==> src/rtl/mul_seq_pkg.sv <==
// Shared definitions for the shift-add multiplier: word width, FSM encodings, counter sizing.
// No logic, no latency, no backpressure.
// Early-exit build option: MUL_EARLY_EXIT_EN (consumed by mul_seq).
`ifndef WORD
`define WORD 64
`endif

package mul_seq_pkg;

    localparam int WORD = `WORD;

    // 2'd3 is never entered; the FSM decodes it back to S_IDLE.
    typedef enum logic [1:0] {
        S_IDLE = 2'd0,
        S_BUSY = 2'd1,
        S_DONE = 2'd2
    } state_t;

    function automatic int cnt_width(input int width);
        return $clog2(width) + 1;
    endfunction

endpackage

==> src/rtl/mul_seq_if.sv <==
// Bundles the multiplier request/result signals and the shared-adder port pair.
// Pure wiring, zero latency; start is only honoured while the multiplier is not busy.
import mul_seq_pkg::*;

interface mul_seq_if #(
    parameter int WIDTH = WORD
);
    logic             start;
    logic [WIDTH-1:0] multiplicand;
    logic [WIDTH-1:0] multiplier;
    logic [WIDTH-1:0] add_a;
    logic [WIDTH-1:0] add_b;
    logic [WIDTH-1:0] add_sum;
    logic             busy;
    logic             done;
    logic [WIDTH-1:0] product;

    // master: parent datapath (issues requests, owns the adder); slave: mul_seq.
    modport master (
        output start, multiplicand, multiplier, add_sum,
        input  add_a, add_b, busy, done, product
    );

    modport slave (
        input  start, multiplicand, multiplier, add_sum,
        output add_a, add_b, busy, done, product
    );
endinterface

==> src/rtl/mul_seq.sv <==
// Iterative shift-add multiplier controller driving an external shared adder (MUL, low WIDTH bits).
// Latency: WIDTH busy cycles then one done cycle (fewer busy cycles with MUL_EARLY_EXIT_EN).
// Backpressure: start is ignored while busy; no request queueing.
import mul_seq_pkg::*;

module mul_seq #(
    parameter int WIDTH = WORD,
    parameter int CNT_W = cnt_width(WIDTH)
) (
    input  logic     clk,
    input  logic     reset_n,
    mul_seq_if.slave bus
);

    state_t           state;
    logic [WIDTH-1:0] p_q;
    logic [WIDTH-1:0] m_q;
    logic [WIDTH-1:0] r_q;
    logic [CNT_W-1:0] count;
    logic             busy_q;
    logic             done_q;
    logic             last_iter;

`ifdef MUL_EARLY_EXIT_EN
    // Stop once no set multiplier bits remain beyond the one being consumed now.
    assign last_iter = (count == CNT_W'(WIDTH - 1)) || ((r_q >> 1) == '0);
`else
    assign last_iter = (count == CNT_W'(WIDTH - 1));
`endif

    always_ff @(posedge clk or negedge reset_n) begin
        if (!reset_n) begin
            state  <= S_IDLE;
            p_q    <= '0;
            m_q    <= '0;
            r_q    <= '0;
            count  <= '0;
            busy_q <= 1'b0;
            done_q <= 1'b0;
        end else begin
            case (state)
                S_IDLE, S_DONE: begin
                    done_q <= 1'b0;
                    if (bus.start) begin
                        state  <= S_BUSY;
                        busy_q <= 1'b1;
                        p_q    <= '0;
                        m_q    <= bus.multiplicand;
                        r_q    <= bus.multiplier;
                        count  <= '0;
                    end else begin
                        state  <= S_IDLE;
                        busy_q <= 1'b0;
                    end
                end
                S_BUSY: begin
                    p_q   <= bus.add_sum;
                    m_q   <= m_q << 1;
                    r_q   <= r_q >> 1;
                    count <= count + 1'b1;
                    if (last_iter) begin
                        state  <= S_DONE;
                        busy_q <= 1'b0;
                        done_q <= 1'b1;
                    end
                end
                default: begin
                    state  <= S_IDLE;
                    busy_q <= 1'b0;
                    done_q <= 1'b0;
                end
            endcase
        end
    end

    // Adder operands come from registers only, and are parked at zero when the adder is not ours.
    assign bus.add_a   = busy_q ? p_q : '0;
    assign bus.add_b   = (busy_q && r_q[0]) ? m_q : '0;
    assign bus.busy    = busy_q;
    assign bus.done    = done_q;
    assign bus.product = p_q;

endmodule

==> src/flat_wrapper.sv <==
// flat-port wrapper written by rule: the top's interface ports become plain ports
module mul_seq_flat 
#(
    parameter int WIDTH = WORD,
    parameter int CNT_W = cnt_width(WIDTH)
)
  (clk, reset_n, bus_start, bus_multiplicand, bus_multiplier, bus_add_sum, bus_add_a, bus_add_b, bus_busy, bus_done, bus_product);
  mul_seq_if #(.WIDTH(WIDTH)) bus_i ();
  input  logic clk;
  input  logic reset_n;
  input wire logic [$bits(bus_i.start)-1:0] bus_start;
  input wire logic [$bits(bus_i.multiplicand)-1:0] bus_multiplicand;
  input wire logic [$bits(bus_i.multiplier)-1:0] bus_multiplier;
  input wire logic [$bits(bus_i.add_sum)-1:0] bus_add_sum;
  output wire logic [$bits(bus_i.add_a)-1:0] bus_add_a;
  output wire logic [$bits(bus_i.add_b)-1:0] bus_add_b;
  output wire logic [$bits(bus_i.busy)-1:0] bus_busy;
  output wire logic [$bits(bus_i.done)-1:0] bus_done;
  output wire logic [$bits(bus_i.product)-1:0] bus_product;
  assign bus_i.start = bus_start;
  assign bus_i.multiplicand = bus_multiplicand;
  assign bus_i.multiplier = bus_multiplier;
  assign bus_i.add_sum = bus_add_sum;
  assign bus_add_a = bus_i.add_a;
  assign bus_add_b = bus_i.add_b;
  assign bus_busy = bus_i.busy;
  assign bus_done = bus_i.done;
  assign bus_product = bus_i.product;
  mul_seq #(.WIDTH(WIDTH), .CNT_W(CNT_W)) u_core (.clk(clk), .reset_n(reset_n), .bus(bus_i));
endmodule
==> config.mk <==
export PLATFORM = sky130hd
export DESIGN_NAME = mul_seq_flat
export DESIGN_NICKNAME = d
export VERILOG_FILES = /design/src/rtl/mul_seq_pkg.sv /design/src/rtl/mul_seq_if.sv /design/src/rtl/mul_seq.sv /design/src/flat_wrapper.sv
export SDC_FILE = /design/constraint.sdc
export NUM_CORES = 1
export LEC_CHECK = 0
export ABC_AREA = 1
export CORE_MARGIN = 5
export CORE_UTILIZATION = 40
export DETAILED_ROUTE_END_ITERATION = 6
export MAX_ROUTING_LAYER = met4
export PLACE_DENSITY = 0.78
export SLEW_MARGIN = 30
export SYNTH_ARGS = -nofsm -noshare
export SYNTH_HDL_FRONTEND = slang
export SYNTH_SLANG_ARGS = --single-unit
==> constraint.sdc <==
create_clock -name clk -period 1.6 [get_ports clk]
set_input_delay 0.24 -clock clk [delete_from_list [all_inputs] [get_ports clk]]
set_output_delay 0.24 -clock clk [all_outputs]
set_load 0.05 [all_outputs]
-- After elaboration in Yosys (flattened, before gate mapping)
Index checks and enable logic that the tools add are counted.
W data, S select, Z words.
- add/subtract/negate cells: 1
- reductions and logical operators: 5
- multiplexer cells: 18
- eq/ne operators: 5
- operator list (kind ; count):
    $pmux W64 S2 ; 3
    $mux W64 ; 5
    $pmux W7 S2 ; 1
    $add A7 B1 Y7 const B ; 1
    $eq A7 B6 Y1 const B ; 1
    $mux W7 ; 1
    $mux W1 ; 5
    $pmux W2 S2 ; 1
    $eq A2 B1 Y1 const B ; 1
    $eq A2 B2 Y1 const B ; 1
    $logic_not A2 Y1 ; 1
    $mux W2 ; 1
    $ne A2 B1 Y1 const B ; 1
    $ne A2 B2 Y1 const B ; 1
    $pmux W1 S2 ; 1
    $reduce_and A2 Y1 ; 1
    $reduce_bool A2 Y1 ; 1
    $reduce_or A2 Y1 ; 1
    $logic_and A1 B1 Y1 ; 1
- output and inout bits: 194
- input port bits: 195
- logic and storage cells: 36
- register bits: 203

-- Longest topological paths before layout
Gate-level depths: netlist of the first run.
- word-level depth: 4
- depth in mapped cells: 8
- mapped depth without buffers: 6

-- Least setup slack after synthesis of the first run
Ideal clock, no wire load.
- path kind: register to output
- start point: reg, netlist name u_core.state[0]
- end point: out bus_add_b[10]
- path slack: -0.504 ns
- arrival time: 1.864 ns
- stages on the path, launching flop included: 4
- cells stage by stage: dfrtp_1 -> nand2_1 -> clkbuf_1 -> nor2_1
- RTL lines (what ; line ; RTL):
    end, declared ; flat_wrapper.sv:16 ; output wire logic [$bits(bus_i.add_b)-1:0] bus_add_b;

==> results of run 1 <==
[synthesized netlist by cell type]
master	number
sky130_fd_sc_hd__buf_1	2
sky130_fd_sc_hd__a21oi_1	2
sky130_fd_sc_hd__inv_1	134
sky130_fd_sc_hd__nor2_1	74
sky130_fd_sc_hd__clkbuf_1	27
sky130_fd_sc_hd__nand3_1	66
sky130_fd_sc_hd__o211ai_1	64
sky130_fd_sc_hd__inv_2	2
sky130_fd_sc_hd__dfrtp_1	201
sky130_fd_sc_hd__nor3b_1	1
sky130_fd_sc_hd__o21ai_0	4
sky130_fd_sc_hd__xnor2_1	1
sky130_fd_sc_hd__a31oi_1	1
sky130_fd_sc_hd__nand4_1	1
sky130_fd_sc_hd__buf_2	40
sky130_fd_sc_hd__ha_1	1
sky130_fd_sc_hd__nand2_2	2
sky130_fd_sc_hd__nand2_1	586
[cell families (layout without fill, tap and decap cells)]
logic type,count (synthesis),in the layout,share of synthesized area
other cells,0,1,0
flops,201,201,0.545
xor+xnor,1,1,0.000950
compound gates,71,71,0.0560
fa+ha+maj,1,1,0.00136
buf+inv,205,606,0.0889
simple gates,730,731,0.307
[power breakdown]
part	internal [mW]	total, mW	switching (mW)
Sequential	5.17	5.26	0.0887
Combinational	0.978	2.05	1.07
Clock	3.12	5.24	2.12
[stage by stage]
| step | hold WS (ps) | cells | worst slack, ps |
|---|---|---|---|
| global route | 270 | 1897 | -378 |
| detailed placement | 243 | 1841 | 54.9 |
| finish | 251 | 1897 | -333 |
| floorplan | -55.6 | 1209 | -186 |
| global placement | 235 | 1841 | 83.4 |
| CTS | 257 | 1893 | -320 |
[flip-flops by register name (all words and copies together), names as in the netlist]
signal              count
u_core.r_q             64
u_core.m_q             64
u_core.count            7
u_core.state            1
u_core.bus.product     64
u_core.bus.done         1
[critical path: stages (launching register included)]
cell and delay [ps]:
sky130_fd_sc_hd__dfrtp_2 440, sky130_fd_sc_hd__buf_4 180, sky130_fd_sc_hd__buf_12 160, sky130_fd_sc_hd__nand2_1 120
sky130_fd_sc_hd__clkinvlp_4 120, sky130_fd_sc_hd__buf_12 150
[what timing repair did]
item | 4_1_cts | 5_1_grt
cloned | 6 | 3
hold endpoints to repair | 42 | 0
hold buffers | 1 | 0
buffers inserted | 5 | 0
pin swaps | 1 | 2
resized for setup | 92 | 33
setup endpoints to repair | 129 | 151
[path summary, 6_finish.rpt]
kind / startpoint / end / slack, ps / depth (start not counted)
hold reg to reg: u_core.r_q[59] / u_core.r_q[59] / 480 / 2
min in group clk: bus_add_sum[43] / u_core.bus.product[43] / 290 / 3
hold / removal: reset_n / u_core.r_q[23] / 250 / 2
setup reg to reg: u_core.state[0] / u_core.m_q[6] / 60 / 7
max in group asynchronous: reset_n / u_core.state[0] / 780 / 3
setup / recovery: u_core.state[0] / bus_add_a[6] / -330 / 5
[layout make-up]
type	instances	area share
repair buffers	430	0.351
flip-flops and latches	201	0.300
multi-input cells	804	0.239
inverters	136	0.0441
clock buffers	33	0.0384
well taps	285	0.0213
clock inverters	7	0.00582
diodes	1	0.000149
[metal layers]
metal / share of wire / global-route usage / wire (um) / vias to the layer above
met5: 0 / - / 0 / -
met4: 0.044 / 0.0961 / 1540 / 0
li1: - / - / - / 4454
met3: 0.085 / 0.0698 / 2970 / 85
met2: 0.51 / 0.440 / 17800 / 422
met1: 0.37 / 0.297 / 12900 / 4609
==> flow_summary.json, run 1 <==
{
  "drt_iter0_drc": 633,
  "die_area_sq_mm": 0.0262,
  "placement.io_buffers": 388,
  "netlist_area_sq_mm": 0.00922,
  "report.final.hold_viol_count": 0,
  "nNetsFinal": 1792,
  "grt_setup_unrepaired": "true",
  "route.antenna.remaining_nets": 0,
  "detailed_place_hpwl_um": 24400,
  "drive_above_1_share": 0.280,
  "status": "finished with violations",
  "core_area_sq_mm": 0.0226,
  "die_height_um": 162,
  "syn_avg_cell_area_sq_um": 7.63,
  "final_cell_area_sq_mm": 0.0168,
  "holdCritPathClass": "input pin to asynchronous set/reset pin",
  "layout.filler_cells": 1469,
  "post_synth_main_area_contributors": "sky130_fd_sc_hd__dfrtp_1, sky130_fd_sc_hd__nand2_1, sky130_fd_sc_hd__inv_1",
  "critPathCaptureType": "primary output",
  "netlist.area_leader.share": 0.545,
  "post-route-period-util": 1.21,
  "failing_checks": "setup timing",
  "drv.max_cap_violation_count": 0,
  "drt_pre_antenna_iters": 5,
  "worstSetupStartpointType": "flip-flop",
  "multiInputGateArea_sq_mm": 0.00401,
  "area.growth.synth_to_final_pct": 81.8,
  "rows": 55,
  "via_count_of_the_first_global_routing_pass": 9681,
  "mostFrequentLayoutCell": "sky130_fd_sc_hd__nand2_1",
  "slew_margin_rel": 0.697,
  "sequential_cell_area_sq_mm": 0.00503,
  "mostFrequentLayoutCells": "sky130_fd_sc_hd__nand2_1, sky130_fd_sc_hd__dfrtp_1, sky130_fd_sc_hd__clkdlybuf4s50_1, sky130_fd_sc_hd__buf_12, sky130_fd_sc_hd__inv_1",
  "finalWorstPathRequiredPeriod_ps": 1930,
  "critical_path_required_ps": 1360,
  "synth_cells": 1209,
  "clk_path_buf_depth": 3,
  "tritoncts_clock_tree": "built",
  "viasPerCell": 5.04,
  "ys_warn_count": 0,
  "tritoncts.num_buffers": 23,
  "max_slew.worst_pin.slew_ps": 454,
  "finalWeightedCongestion": 0.898,
  "post-layout-total-power_mw": 12.5,
  "cts_sinks": 201,
  "clockRootBuffer": "sky130_fd_sc_hd__clkbuf_16",
  "route.vias.total": 9570,
  "worstPathArrival_ps": 1690,
  "clock_tree.htree_level_count": 1,
  "synth.ff_latch_count": 201,
  "setup_viol": 129,
  "yosys.area.top_type": "sky130_fd_sc_hd__dfrtp_1",
  "fin_util": 0.740,
  "timing.clock.skew_ps": 17.3,
  "boundaryPins": 389,
  "setup.worst_path.class": "flip-flop to primary output",
  "final_report_max_slew_violation_count": 0,
  "power.ir.vdd_worst_mv": 0.692,
  "clkLatencyLatePin_ps": 510,
  "synth_nets": 1405,
  "clkSlewWorstSetupHoldPaths_ps": 60,
  "fin_setup_tns_ps": -35070,
  "global_route_wire_length_before_repair_um": 52900,
  "floorplan.die.width_um": 162,
  "timing.fmax_mhz": 517,
  "leakage_power_nw": 7.53,
  "power.density_mw_per_mm2": 748,
  "routed_wire_length_per_instance_um": 18.5,
  "yosys.cell_types.count": 18,
  "gr-usage-all-layers": 0.260,
  "grt_max_degree": 79,
  "critPathMaxFanout": 17,
  "total_drc_errors_in_the_routed_layout": 0,
  "initial_core_util": 0.407,
  "grt_overflow": 0,
  "dpl-instance-area_sq_mm": 0.0153,
  "timing.final.ws_setup_ps": -333,
  "antenna_found_initial": 1,
  "synth_seq_area_share": 0.545,
  "routed_wl_um": 35200
}
(Power assumes the default switching activity.)
==> run 2, diff against run 1 <==
Settings changed: RECOVER_POWER set to 50, REMOVE_ABC_BUFFERS set to 1.
==> flow_summary.json, run 2 (synthesis results as in run 1) <==
{
  "status": "finished with violations",
  "failing_checks": "setup timing",
  "cell_internal_pwr_mw": 9.05,
  "placement.io_buffers": 388,
  "critical_path_required_ps": 1980,
  "worstPathArrival_ps": 2260,
  "nNetsFinal": 1814,
  "worstSetupStartpointType": "flip-flop",
  "final_report_max_slew_violation_count": 0,
  "switching_share_of_power": 0.264,
  "setup_viol": 323,
  "routed_wire_length_per_instance_um": 19.4,
  "slew_margin_rel": 0.209,
  "viasPerCell": 5.09,
  "min_delay_worst_endpoint": "u_core.bus.product[4]",
  "p_sw_mw": 3.25,
  "cts_sinks": 201,
  "critPathMaxFanout": 16,
  "timing.fmax_mhz": 533,
  "global_route_wire_length_before_repair_um": 53600,
  "clk_path_buf_depth": 3,
  "route.antenna.remaining_nets": 0,
  "area.growth.synth_to_final_pct": 79.0,
  "drive_above_1_share": 0.251,
  "clkLatencyLatePin_ps": 510,
  "detailed_place_hpwl_um": 24300,
  "floorplan.die.width_um": 162,
  "die_height_um": 162,
  "mostFrequentLayoutCell": "sky130_fd_sc_hd__nand2_1",
  "timing.final.ws_setup_ps": -276,
  "grt_setup_unrepaired": "true",
  "boundaryPins": 389,
  "final_cell_area_sq_mm": 0.0165,
  "via_count_of_the_first_global_routing_pass": 9861,
  "finalWeightedCongestion": 0.889,
  "holdCritPathClass": "input pin to flip-flop",
  "power.ir.vdd_worst_mv": 0.633,
  "tritoncts_clock_tree": "built",
  "rows": 55,
  "critical_path.top_delay_family": "buffers and inverters",
  "r2r_start": "u_core.state[0]",
  "gr-usage-all-layers": 0.263,
  "worstPathBufferInverterCount": 5,
  "worst-r2r-setup-slack_ps": -280,
  "cp_common_cell": "sky130_fd_sc_hd__buf_4",
  "die_area_sq_mm": 0.0262,
  "drt_iter0_drc": 796,
  "initial_core_util": 0.407,
  "sequential_cell_area_sq_mm": 0.00503,
  "multiInputGateArea_sq_mm": 0.00373,
  "critPathCaptureType": "flip-flop",
  "timing.clock.skew_ps": 11.2,
  "worstPathCellList": "buf_8 -> buf_4 -> buf_4 -> nand2_2 -> nand2_8 -> buf_4 -> clkbuf_16 -> o211ai_1",
  "clockRootBuffer": "sky130_fd_sc_hd__clkbuf_16",
  "dpl-instance-area_sq_mm": 0.0149,
  "clkSlewWorstSetupHoldPaths_ps": 60,
  "route.vias.total": 9763,
  "finalWorstPathRequiredPeriod_ps": 1880,
  "mostFrequentLayoutCells": "sky130_fd_sc_hd__nand2_1, sky130_fd_sc_hd__dfrtp_1, sky130_fd_sc_hd__clkdlybuf4s50_1, sky130_fd_sc_hd__buf_12, sky130_fd_sc_hd__inv_1",
  "portion_of_total_power_attributed_to_the_clock_network": 0.413,
  "reg2reg_depth": 8,
  "fin_util": 0.729,
  "drt_pre_antenna_iters": 5,
  "max_slew.worst_pin.slew_ps": 1190,
  "hold_slack_ps": 278,
  "power.share.sequential": 0.427,
  "core_area_sq_mm": 0.0226,
  "layout.filler_cells": 1501,
  "crit_path_top_delay_cell": "sky130_fd_sc_hd__dfrtp_2",
  "clock_tree.htree_level_count": 1,
  "antenna_found_initial": 0,
  "leakage_power_nw": 7.92,
  "grt_max_degree": 66,
  "routed_wl_um": 37200,
  "cp_num_cells": 8,
  "whs_path_depth": 3,
  "power.density_mw_per_mm2": 745,
  "worst_hold_startpoint": "bus_add_sum[4]",
  "timing.critical_path.slowest_cell_delay_ps": 450,
  "total_drc_errors_in_the_routed_layout": 0,
  "tritoncts.num_buffers": 23,
  "drv.max_cap_violation_count": 0,
  "grt_overflow": 0,
  "report.final.hold_viol_count": 0,
  "post-route-period-util": 1.17,
  "dp_slack_ps": 18.5,
  "regToRegEndpoint": "u_core.m_q[18]",
  "comb_power_share": 0.160,
  "setup.worst_path.class": "flip-flop to flip-flop"
}
==> run 2: through the flow <==
step,setup TNS [ps],power (mW),instances
finish,-48960,12.3,1918
global route,-74040,12.7,1917
CTS,-55250,12.4,1898
detailed placement,0,7.30,1847
global placement,0,7.28,1847
floorplan,-1405850,6.05,1140
==> run 2: timing repair <==
action,CTS,global route
setup endpoints to repair,129,325
cloned,5,9
resized for setup,133,35
endpoints found under the hold margin,33,0
pin swaps,2,2
setup buffers,7,10
hold buffers,1,0
==> run 2: final cells by class <==
class | instances | share of cell area
diodes | 1 | 0.000152
clock buffers | 32 | 0.0412
clock inverters | 7 | 0.00258
inverters | 136 | 0.0315
multi-input cells | 803 | 0.226
flip-flops and latches | 201 | 0.305
well taps | 285 | 0.0216
repair buffers | 453 | 0.373
==> run 2: how the worst max path moves through the flow <==
stage                          startpoint               to  slack (ps)
after floorplan           u_core.state[0]  u_core.count[5]       -6220
after global placement          bus_start   u_core.m_q[56]          50
after detailed placement        bus_start   u_core.r_q[52]          20
after CTS                 u_core.state[0]    bus_add_b[11]        -280
after global routing      u_core.state[0]    bus_add_b[13]        -330
final                     u_core.state[0]   u_core.m_q[18]        -280
==> run 2: metal layers <==
metal  wire length [um]  part of all wire  track usage
met1              13500              0.36        0.295
met2              19200              0.52        0.460
met3               3240             0.087       0.0705
met4               1290             0.035       0.0838
met5                  0                 0            -
==> run 2: power groups by stage <==
stage,Sequential [mW],Combinational [mW],Clock (mW)
final,5.25,1.97,5.08
after global routing,5.26,2.05,5.37
after CTS,5.25,1.99,5.13
after detailed placement,5.34,1.96,0
after global placement,5.34,1.94,0
after floorplan,5.61,0.434,0
==> run 2: tightest hold or removal path, stage by stage <==
cell	delay (ps)
sky130_fd_sc_hd__clkdlybuf4s50_1	400
sky130_fd_sc_hd__nand2_1	60
sky130_fd_sc_hd__nand2_1	40
==> run 3, diff against run 2 <==
Settings changed: CORE_ASPECT_RATIO set to 0.9, CORE_MARGIN 5 to 4.
==> flow_summary.json, run 3 (synthesis results as in run 1) <==
{
  "die_height_um": 152,
  "timing.final.ws_setup_ps": -212,
  "max_slew.worst_pin.slew_ps": 1050,
  "top_signal_layer_used": "met4",
  "timing.critical_path.slowest_cell_delay_ps": 430,
  "total_drc_errors_in_the_routed_layout": 3,
  "leakage_power_nw": 7.68,
  "post-route-period-util": 1.13,
  "crit_path_top_delay_cell": "sky130_fd_sc_hd__dfrtp_2",
  "clockRootBuffer": "sky130_fd_sc_hd__clkbuf_16",
  "critical_path.endpoint": "bus_add_b[5]",
  "routed_wire_length_per_instance_um": 17.5,
  "grt_max_degree": 50,
  "mostFrequentLayoutCells": "sky130_fd_sc_hd__nand2_1, sky130_fd_sc_hd__dfrtp_1, sky130_fd_sc_hd__clkdlybuf4s50_1, sky130_fd_sc_hd__buf_12, sky130_fd_sc_hd__inv_1",
  "multiInputGateArea_sq_mm": 0.00362,
  "grt_overflow": 0,
  "power.density_mw_per_mm2": 790,
  "timing.clock.skew_ps": 14.0,
  "dr_wl_met3_um": 3220,
  "power.ir.vdd_worst_mv": 0.641,
  "core_area_sq_mm": 0.0226,
  "critPathMaxFanout": 17,
  "regToRegEndpoint": "u_core.r_q[12]",
  "drt_pre_antenna_iters": 7,
  "routed_wl_um": 33400,
  "finalWeightedCongestion": 0.891,
  "drive_above_1_share": 0.247,
  "area.growth.synth_to_final_pct": 72.8,
  "reg2reg_depth": 8,
  "drv.max_cap_violation_count": 0,
  "met1_length_um": 12100,
  "critPathCaptureType": "primary output",
  "hold_slack_ps": 272,
  "final_cell_area_sq_mm": 0.0159,
  "worst-r2r-setup-slack_ps": 0,
  "r2r_start": "u_core.state[0]",
  "global_route_wire_length_before_repair_um": 51600,
  "placement.io_buffers": 388,
  "drt_iter0_drc": 756,
  "timing.fmax_mhz": 552,
  "worstSetupStartpointType": "flip-flop",
  "layout.filler_cells": 1623,
  "setup_viol": 130,
  "floorplan.die.width_um": 168,
  "failing_checks": "DRC, setup timing",
  "report.final.hold_viol_count": 0,
  "clk_path_buf_depth": 3,
  "setup.worst_path.class": "flip-flop to primary output",
  "route.vias.total": 9437,
  "tritoncts_clock_tree": "built",
  "boundaryPins": 389,
  "worstPathArrival_ps": 1570,
  "rows": 52,
  "final_report_max_slew_violation_count": 0,
  "clkSlewWorstSetupHoldPaths_ps": 60,
  "cts_sinks": 201,
  "tritoncts.num_buffers": 23,
  "dr_wl_met2_um": 16600,
  "fin_setup_tns_ps": -23160,
  "mostFrequentLayoutCell": "sky130_fd_sc_hd__nand2_1",
  "whs_path_depth": 3,
  "slew_margin_rel": 0.301,
  "critical_path_required_ps": 1360,
  "antenna_found_initial": 2,
  "die_area_sq_mm": 0.0255,
  "dpl-instance-area_sq_mm": 0.0149,
  "cp_common_cell": "sky130_fd_sc_hd__buf_12",
  "gr-usage-all-layers": 0.257,
  "initial_core_util": 0.408,
  "via_count_of_the_first_global_routing_pass": 9680,
  "grt_setup_unrepaired": "true",
  "route.antenna.remaining_nets": 0,
  "sequential_cell_area_sq_mm": 0.00503,
  "worstPathCellList": "nand2_4 -> buf_12 -> nor2_2 -> buf_12",
  "dp_slack_ps": -16.8,
  "viasPerCell": 4.95,
  "clkLatencyLatePin_ps": 510,
  "detailed_place_hpwl_um": 23500,
  "clock_tree.htree_level_count": 1,
  "worst_setup_path_startpoint": "u_core.state[0]",
  "finalWorstPathRequiredPeriod_ps": 1810,
  "nNetsFinal": 1787,
  "holdCritPathClass": "input pin to flip-flop",
  "status": "finished with violations"
}
[run 3: area by class of cell]
type | instances | share of cell area
Timing Repair Buffer | 426 | 0.352
Sequential cell | 201 | 0.316
Multi-Input combinational cell | 803 | 0.227
Clock buffer | 35 | 0.0433
Inverter | 136 | 0.0323
Tap cell | 297 | 0.0233
Clock inverter | 6 | 0.00565
Antenna cell | 2 | 0.000314
[run 3: what timing repair did]
action / in CTS / in global routing
hold buffers: 1 / 0
cloned: 3 / 2
endpoints found under the setup margin: 129 / 139
pin swaps: 0 / 1
resized for setup: 110 / 39
buffers inserted: 4 / 1
hold endpoints to repair: 54 / 0
[run 3: stage by stage]
| stage | power [mW] | util | std cells |
|---|---|---|---|
| floorplan | 6.05 | - | 1140 |
| global placement | 7.27 | 0.658 | 1853 |
| detailed placement | 7.28 | 0.658 | 1853 |
| CTS | 12.7 | 0.707 | 1902 |
| global route | 13.0 | 0.706 | 1906 |
| finish | 12.6 | 0.706 | 1906 |
[run 3: metal layers]
layer,track usage,vias to the layer above
met4,0.0931,0
met3,0.0772,94
li1,-,4442
met5,-,-
met1,0.290,4486
met2,0.431,415
[run 3: critical path: cells and delay by family (launching register included)]
kind,cells,cell delay [ps]
buffers and inverters,2,350
AND/OR/NAND/NOR,2,280
flip-flops,1,430
[run 3: how the worst min path moves through the flow]
stage | end | start | slack, ps
2_1_floorplan | u_core.bus.done | reset_n | -60
3_3_place_gp | u_core.m_q[0] | reset_n | 190
3_5_place_dp | u_core.m_q[0] | reset_n | 190
4_1_cts | u_core.count[4] | reset_n | 220
5_1_grt | u_core.bus.product[24] | bus_add_sum[24] | 270
6_report | u_core.bus.product[23] | bus_add_sum[23] | 270
[run 3: report_power, final]
group	internal (mW)	switching (mW)
combinational	0.901	1.03
clock	3.30	2.12
sequential	5.17	0.0830
total	9.37	3.22
